--- src/rtl/counter_sched_pkg.sv ---
// Shared definitions for the counter scheduler: FSM state encoding,
// operation codes and the default datapath width.
package counter_sched_pkg;

  localparam int WIDTH_DEF = 3;

  // Operation codes, sampled per requester together with its request bit.
  localparam logic OP_COUNT = 1'b0;
  localparam logic OP_LOAD  = 1'b1;

  typedef enum logic [1:0] {
    ST_IDLE  = 2'd0,
    ST_LOAD  = 2'd1,
    ST_COUNT = 2'd2,
    ST_DONE  = 2'd3
  } state_t;

endpackage

--- src/rtl/rr_arb2.sv ---
// Two-way round-robin arbiter. The one-hot grant is combinational from the
// request vector. The priority pointer moves only when the grant is accepted.
module rr_arb2 (
  input  logic       clk,
  input  logic       rst,       // asynchronous, active-low
  input  logic [1:0] i_req,
  input  logic       i_accept,
  output logic [1:0] o_gnt
);

  // Requester that wins a tie: 0 after reset, otherwise the one not most
  // recently granted.
  logic       r_pri;
  logic [1:0] w_gnt;

  // Pick the winner. A lone request always wins. A tie goes to the pointer.
  always_comb begin
    // NOTE: every combinational output gets a default first, so no path
    // leaves it unassigned and no latch is inferred.
    w_gnt = 2'b00;
    if (i_req == 2'b11) w_gnt = r_pri ? 2'b10 : 2'b01;
    else                w_gnt = i_req;
  end

  assign o_gnt = w_gnt;

  // Hand priority to the other requester whenever a grant is taken.
  always_ff @(posedge clk or negedge rst) begin
    // NOTE: sequential state uses non-blocking assignments only, so every
    // register samples values from before the edge.
    if (!rst)          r_pri <= 1'b0;
    else if (i_accept) r_pri <= w_gnt[0];
  end

endmodule

--- src/rtl/counter_sched.sv ---
// Counter scheduler: arbitrates two requesters for an external counter and
// performs either a one-cycle load or a run of N increment strobes. It then
// signals completion with a done pulse.
module counter_sched
  import counter_sched_pkg::*;
#(
  parameter int WIDTH = WIDTH_DEF
) (
  input  logic             clk,
  input  logic             rst,       // asynchronous, active-low
  input  logic [1:0]       req,
  input  logic [1:0]       op,
  input  logic [WIDTH-1:0] arg0,
  input  logic [WIDTH-1:0] arg1,
  output logic [1:0]       gnt,
  output logic [1:0]       done,
  output logic             ld,
  output logic             inc,
  output logic [WIDTH-1:0] data_in,
  input  logic [WIDTH-1:0] data_out,
  output logic             wrap,
  output logic             busy
);

  localparam logic [WIDTH-1:0] ONE = {{(WIDTH-1){1'b0}}, 1'b1};

  state_t           r_state, w_next;
  logic [1:0]       r_gnt;
  logic [WIDTH-1:0] r_arg;
  logic [WIDTH-1:0] r_rem;
  logic             r_wrap;

  logic [1:0]       w_arb_gnt;
  logic             w_accept;
  logic             w_sel_op;
  logic [WIDTH-1:0] w_sel_arg;

  // Grants are only taken from IDLE. This also forces the idle cycle between
  // operations.
  assign w_accept  = (r_state == ST_IDLE) && (req != 2'b00);
  assign w_sel_op  = w_arb_gnt[1] ? op[1] : op[0];
  assign w_sel_arg = w_arb_gnt[1] ? arg1  : arg0;

  rr_arb2 u_arb (
    .clk      (clk),
    .rst      (rst),
    .i_req    (req),
    .i_accept (w_accept),
    .o_gnt    (w_arb_gnt)
  );

  // State register.
  always_ff @(posedge clk or negedge rst) begin
    if (!rst) r_state <= ST_IDLE;
    else      r_state <= w_next;
  end

  // Next-state logic. A zero-length count goes straight to DONE.
  always_comb begin
    w_next = r_state;
    unique case (r_state)
      ST_IDLE: begin
        if (w_accept) begin
          if (w_sel_op == OP_LOAD)       w_next = ST_LOAD;
          else if (w_sel_arg != '0)      w_next = ST_COUNT;
          else                           w_next = ST_DONE;
        end
      end
      ST_LOAD:  w_next = ST_DONE;
      ST_COUNT: if (r_rem == ONE) w_next = ST_DONE;
      ST_DONE:  w_next = ST_IDLE;
      default:  w_next = ST_IDLE;
    endcase
  end

  // Latch grant and argument on acceptance, count down remaining
  // increments, and drop the grant when leaving DONE.
  always_ff @(posedge clk or negedge rst) begin
    if (!rst) begin
      r_gnt <= 2'b00;
      r_arg <= '0;
      r_rem <= '0;
    end else if (w_accept) begin
      r_gnt <= w_arb_gnt;
      r_arg <= w_sel_arg;
      r_rem <= w_sel_arg;
    end else if (r_state == ST_COUNT) begin
      r_rem <= r_rem - ONE;
    end else if (r_state == ST_DONE) begin
      r_gnt <= 2'b00;
    end
  end

  // Flag an increment that takes the counter from all-ones back to zero.
  always_ff @(posedge clk or negedge rst) begin
    if (!rst) r_wrap <= 1'b0;
    else      r_wrap <= inc && (data_out == '1);
  end

  // Moore outputs decoded from the current state.
  always_comb begin
    ld      = (r_state == ST_LOAD);
    inc     = (r_state == ST_COUNT);
    data_in = (r_state == ST_LOAD) ? r_arg : '0;
    done    = (r_state == ST_DONE) ? r_gnt : 2'b00;
    busy    = (r_state != ST_IDLE);
  end

  assign gnt  = r_gnt;
  assign wrap = r_wrap;

endmodule

--- config.mk ---
export PLATFORM = sky130hd
export DESIGN_NAME = counter_sched
export DESIGN_NICKNAME = d
export VERILOG_FILES = /design/src/rtl/counter_sched_pkg.sv /design/src/rtl/rr_arb2.sv /design/src/rtl/counter_sched.sv
export SDC_FILE = /design/constraint.sdc
export NUM_CORES = 1
export LEC_CHECK = 0
export ABC_AREA = 1
export CAP_MARGIN = 25
export CORE_MARGIN = 5
export CORE_UTILIZATION = 35
export CTS_CLUSTER_DIAMETER = 30
export CTS_CLUSTER_SIZE = 30
export DETAILED_ROUTE_END_ITERATION = 8
export PLACE_DENSITY_LB_ADDON = 0.3
export SYNTH_ARGS = -nofsm -noshare
export SYNTH_HDL_FRONTEND = slang
export SYNTH_SLANG_ARGS = --single-unit
--- constraint.sdc ---
create_clock -name clk -period 1.25 [get_ports clk]
set_input_delay 0.25 -clock clk [delete_from_list [all_inputs] [get_ports clk]]
set_output_delay 0.25 -clock clk [all_outputs]
set_load 0.02 [all_outputs]
==> summary.txt <==
Timing
  – Minimum clock period after layout: 1.49 ns
  – Hold_ws: between 0.2 and 0.3 ns
  – Tcrit/Tclk final: 119%
  – Max Clk Rate: between 600 and 700 MHz
  – RSZ-0062 raised after global routing: yes
  – Worst setup margin: -0.243 ns
  – Slew @ Worst Pin: 0.288 ns
  – Setup violations, final: 19
  – Final hold vios: 0
  – Clock skew: between 0.0008 and 0.0009 ns
  – Relative slew slack: 80.7%
  – Max Slew Vio Count: 0

Yosys
  – Yosys reg bits: 12
  – Post-Synth Simple-Gate Area: 32.3%
  – Synth Area in Adders: 10.6%
  – Post-synthesis mux area share: 0%
  – Cell area after synthesis: 830 µm²
  – Sequential share of the synthesized area: 36.2%
  – Post-Syn Nets: between 100 and 150
  – Synth unique cells: 21
  – Syn_area_per_cell: 7.41 µm²
  – Compound-Gate Fraction of Synth Area: 6.49%
  – Main combinational cell family by area after synthesis: simple AND/OR/NAND/NOR gates
  – Cells after Synth: around 110
  – Synth Area in XOR/XNOR: 2.11%
  – Synthesis warning total: 0

Critical path
  – Critical Path RT: 1.00 ns
  – CP Class: flip-flop to output pin
  – Worst Path Max Fanout: 3
  – Crit start category: flip-flop
  – R2r setup slk: -0.19 ns
  – Kind of end point of the critical path: output pin
  – Arr. time, crit path: 1.24 ns

Clock network
  – Clock Pin Slew Worst Setup and Hold Paths: 0.08 ns
  – Clock Latency Late Sink: 0.29 ns
  – CTS Root Cell: clkbuf_4
  – CTS tree: built
  – Htree depth: 1
  – Clock buffer depth: 2
  – Cts bufs inserted: 3
  – Hold buffers post-CTS: 0
  – Clock sinks: 12

GRT
  – Number of global-route vias before repair: 880
  – Initial antenna violation count: 0
  – Largest net degree at the start of global routing: 13
  – First-pass GRT wire length: 3840 µm
  – Total GRT Usage: between 10% and 20%
  – Aggregate global routing overflow: 0

Floorplanning
  – Site row count: 17
  – Core Area: 2230 µm²
  – # IOs: 26
  – Die height: 58.7 µm
  – Chip Width: 58.7 µm
  – Die area: 3440 µm²
  – Initial Util: between 30% and 40%

Pwr
  – Peak supply drop: 1.51 mV
  – Leak pwr: 0.772 nW
  – Power per Cell Area: 2480 nW/µm²

Route
  – Final ANT Viol Nets: 0
  – Initial DRC Count: 11
  – Pre-Repair DR Iteration Count: 4
  – # DRC: 0
  – Final WL: around 2400 µm
  – Routed WL per cell: 12.6 µm
  – Vias per cell: 4.51
  – Via count: 853

Status
  – Failing checks: negative setup slack
  – Status: finished, violations left

Layout
  – Filler instances: 164
  – Commonest non-fill, non-tap cell in the layout: nand2_1
  – Share of layout cells above drive strength 1: 46.6%
  – Leading cell types in the layout, fill and taps excluded: nand2_1 (27), buf_6 (19), inv_1 (14)
  – Design Area, Final: 1530 µm²
  – Area delta synth->final: 84.2%
  – Nets: 184
  – Antenna Cells: 0

Placed design
  – Routability cong.: 0.739
  – Port Buffers: 25
  – Placed cell area: ~1200 µm²
  – Hpwl dp: 1610 µm

Hold path
  – Min-delay worst type: input port to async pin

Run
  – Max-Cap Viols: 0
[worst max-delay path: stages, from the launching register on]
cell and delay (ns):
dfrtp_1 0.42, inv_2 0.08, buf_6 0.12, ha_4 0.16
inv_4 0.06, buf_6 0.11
[registers in the layout, summed over array words and instances (netlist names)]
| name | cells |
|---|---|
| gnt | 2 |
| r_arg | 3 |
| r_rem | 3 |
| r_state | 2 |
| u_arb.r_pri | 1 |
| wrap | 1 |
[layer usage]
| layer | wire length [µm] | global-route usage, % |
|---|---|---|
| met5 | 0 | 0 |
| met2 | 1270 | 26.8 |
| met3 | 97 | 1.97 |
| met4 | 61 | 8.41 |
| met1 | 958 | 17.2 |
[cell families after synthesis]
logic type	count (synthesis)
compound gates	8
xor+xnor	2
fa+ha+maj	7
buf+inv	24
flops	12
simple gates	59
[per-stage QoR]
stage / TNS, ns / worst slack (ns) / util [%] / total power [mW] / std cells
after floorplan: -0.0680 / -0.0205 / - / 1.95 / 112
after detailed placement: -4.85 / -0.373 / 55.4 / 2.65 / 178
final: -3.07 / -0.243 / 68.4 / 3.79 / 189
after CTS: -2.87 / -0.225 / 65.9 / 3.54 / 188
after global placement: -4.33 / -0.337 / 55.4 / 2.58 / 178
after global routing: -4.15 / -0.295 / 68.4 / 4.07 / 189
[what timing repair did]
| item | 4_1_cts | 5_1_grt |
|---|---|---|
| endpoints found under the setup margin | 22 | 21 |
| pin swaps | 8 | 6 |
| gates resized for setup | 88 | 17 |
| buffers inserted | 6 | 2 |
[Yosys cell counts]
library cell	number	area, µm²
nor2_4	2	22.5
inv_2	2	7.51
nor2_2	1	6.26
o21ai_2	1	8.76
a21oi_1	1	5.00
o211ai_1	1	7.51
nand3_1	7	35.0
dfrtp_1	12	300
nand2_4	2	22.5
nand2_1	37	139
ha_1	7	87.6
o21ai_0	3	15.0
a21oi_2	2	17.5
nor3_1	1	5.00
xnor2_1	1	8.76
xor2_1	1	8.76
nor2_1	8	30.0
inv_1	20	75.1
nand3b_1	1	7.51
buf_6	1	11.3
inv_6	1	8.76
[worst paths after layout]
path                            start  cells after the start    endpoint
setup / recovery           r_state[1]                      5        busy
hold / removal                    rst                      2    r_rem[0]
setup reg to reg           r_state[1]                     10      gnt[0]
hold reg to reg              r_arg[0]                      2    r_arg[0]
max in group asynchronous         rst                      2  r_state[0]
min in group clk               req[0]                      3      gnt[0]
[where the power goes]
| part | internal (mW) | switching [mW] | leakage (nW) | total (mW) |
|---|---|---|---|---|
| clock network | 0.178 | 0.150 | 0.0210 | 0.327 |
| logic | 1.35 | 1.36 | 0.606 | 2.70 |
| registers | 0.583 | 0.173 | 0.146 | 0.756 |
[final cells by class]
class | instances | area, µm² | area share (%)
clock buffers | 4 | 36.3 | 2.38
inverters | 23 | 98.8 | 6.47
multi-input cells | 76 | 596 | 39.0
flip-flops and latches | 12 | 302 | 19.7
well taps | 28 | 35.0 | 2.29
repair buffers | 46 | 460 | 30.1
Power figures use the tool's default switching activity.
==> RTL edit: new RTL, same flow settings <==
Change the package constant `WIDTH_DEF` from 3 to 6.
--- a/src/rtl/counter_sched_pkg.sv
+++ b/src/rtl/counter_sched_pkg.sv
@@ -2,7 +2,7 @@
 // operation codes and the default datapath width.
 package counter_sched_pkg;
 
-  localparam int WIDTH_DEF = 3;
+  localparam int WIDTH_DEF = 6;
 
   // Operation codes, sampled per requester together with its request bit.
   localparam logic OP_COUNT = 1'b0;
Ports: changed (resized arg0, arg1, data_in and data_out); port bits go from 26 to 38. The function was not compared with the original's and may differ.
==> RTL edit against the unedited design <==
Wire length is 38% higher. The flow still finishes with violations (negative setup slack). Sequential cell count is 6 higher. Clock skew is 0.0015 ns higher. Count of clock-buffer cells in the layout stayed put. Cell count is 37% higher. Setup slack worse by 0.041 ns. Global-route usage is 0.28 points higher. Highest routed layer unchanged. Sequential share of layout area is 2.4 points higher. Non-clock buffer count is 14 higher. Power is 28% higher. Design area is 34% higher. Synthesized area is 40% higher.
==> RTL edit: results (changes against the unedited design) <==
Finish
The multi-input logic portion of the cell area was 39.91% (was 38.98%). The count of multi-input combinational gates is 108 (was 76). The final cell utilization of the core is 62.32% (was 68.40%). The count of plain and timing-repair buffers is 60 (was 46). The proportion of cell area occupied by registers is 22.13% (was 19.74%).

The area share of buffers outside the clock network came to 28.97% (was 30.14%). The multi-input combinational cell area is 817.0 um^2 (was 595.6 um^2). The area overhead of the layout relative to synthesis is 76.29% (was 84.16%). The number of signal-net inverters in the final layout is 22 (was 23). The portion of the layout cell area used by clock cells is 1.773% (was 2.375%). The proportion of layout cells with a drive suffix above 1 is 47.17% (was 46.58%). The final net count is 244 (was 184).

Timing
The count of endpoints failing setup in the final report is 28 (was 19). The headroom to the max-slew limit is 82.34% (was 80.73%). The least setup slack across all paths after layout is -0.2837 ns (was -0.2429 ns). The worst-case hold slack is 0.2764 ns (was 0.2541 ns). The clock skew after layout is 0.002304 ns (was 0.0008060 ns).

Setup path
The worst endpoint data arrival time is 1.28 ns (was 1.24 ns). The register-to-register setup slack is -0.25 ns (was -0.19 ns). The slowest cell on the critical path is dfrtp_2 (was dfrtp_1). The number of cells on the worst reg-to-reg path came to 6 (was 10). The end of the worst register-to-register path is r_rem[5] (was gnt[0]). The worst setup path endpoint is inc (was busy).

The delay of the slowest cell on the worst path was 0.45 ns (was 0.42 ns).

Global route
The first-pass GRT wire length is 5347 um (was 3836 um). The via count of the first global-routing pass is 1251 (was 880). The total routing usage reported by global routing is 15.32% (was 15.05%). The number of antenna violations at the first check in global routing came to 0 (unchanged).

Detailed routing
The total detailed-routing wirelength is 3307 um (was 2388 um). The ratio of routed vias to standard cells came to 4.651 (was 4.513). The DRC violation total after the first TritonRoute iteration came to 42 (was 11). The per-cell routed wire length came to 12.82 um (was 12.63 um).

Synth
The proportion of synthesized chip area in sequential cells is 38.79% (was 36.20%). Most used standard cells in the synthesized netlist: nand2_1 (51), inv_1 (21), dfrtp_1 (18) (was nand2_1 (37), inv_1 (20), dfrtp_1 (12)). The post-synthesis instance total is 152 (was 112). Ranking of synthesized cells by area: dfrtp_1 (39%), nand2_1 (16%), ha_1 (7.5%) (was dfrtp_1 (36%), nand2_1 (17%), ha_1 (11%)). The commonest register cell after synthesis is dfrtp_1 (unchanged).

The synthesis-stage register bit count is 18 (was 12). The synthesized netlist net count is 183 (was 134).

Placement
The total half-perimeter wirelength after legalization and detailed placement was 2351 um (was 1612 um). The total instance count after detailed placement is 247 (was 178). The worst slack at placement is -0.4343 ns (was -0.3728 ns). The final weighted congestion in routability-driven placement was 0.8107 (was 0.7389). The cell area after placement was 0.001712 mm^2 (was 0.001236 mm^2).

The count of port buffers added during placement is 37 (was 25).

Run status
Violations in the final reports: negative setup slack (unchanged). Status: finished with violations (unchanged).

Power
The relative contribution of sequential cells to total power is 22.2% (was 20.0%). The peak supply drop is 820.1 uV (was 1509 uV). The design internal power is 2.668 mW (was 2.106 mW). The part of the power in the clock network is 7.6% (was 8.6%).

Clock tree
The clock edge transition at the registers on the reported setup and hold paths is 0.11 ns (was 0.08 ns).
RTL edit: layer usage:
metal	up-vias	GRT usage, %	part of all wire, %
met4	0	6.076	2.5
met1	565	17.95	42
met3	6	2.662	3.6
li1	600	-	-
met5	-	0	0
met2	29	27.34	52
RTL edit: through the flow:
step	setup TNS, ns	total power [mW]
final	-5.441	4.836
after global routing	-6.916	5.202
after CTS	-4.763	4.517
after detailed placement	-9.658	3.535
after global placement	-8.964	3.462
after floorplan	-0.5919	2.715
RTL edit: kinds of logic after synthesis:
| group | after synthesis | synth area share [%] |
|---|---|---|
| AO/OA/AOI/OAI | 13 | 10.13 |
| XOR/XNOR | 4 | 3.018 |
| adder cells (fa/ha/maj) | 7 | 7.543 |
| buffers and inverters | 26 | 10.02 |
| flip-flops | 18 | 38.79 |
| AND/OR/NAND/NOR | 84 | 30.50 |
RTL edit: timing repair:
action | CTS | global route
resized for setup | 118 | 34
pin swaps | 14 | 8
hold buffers | 0 | 0
endpoints found under the setup margin | 31 | 31
setup buffers | 5 | 3
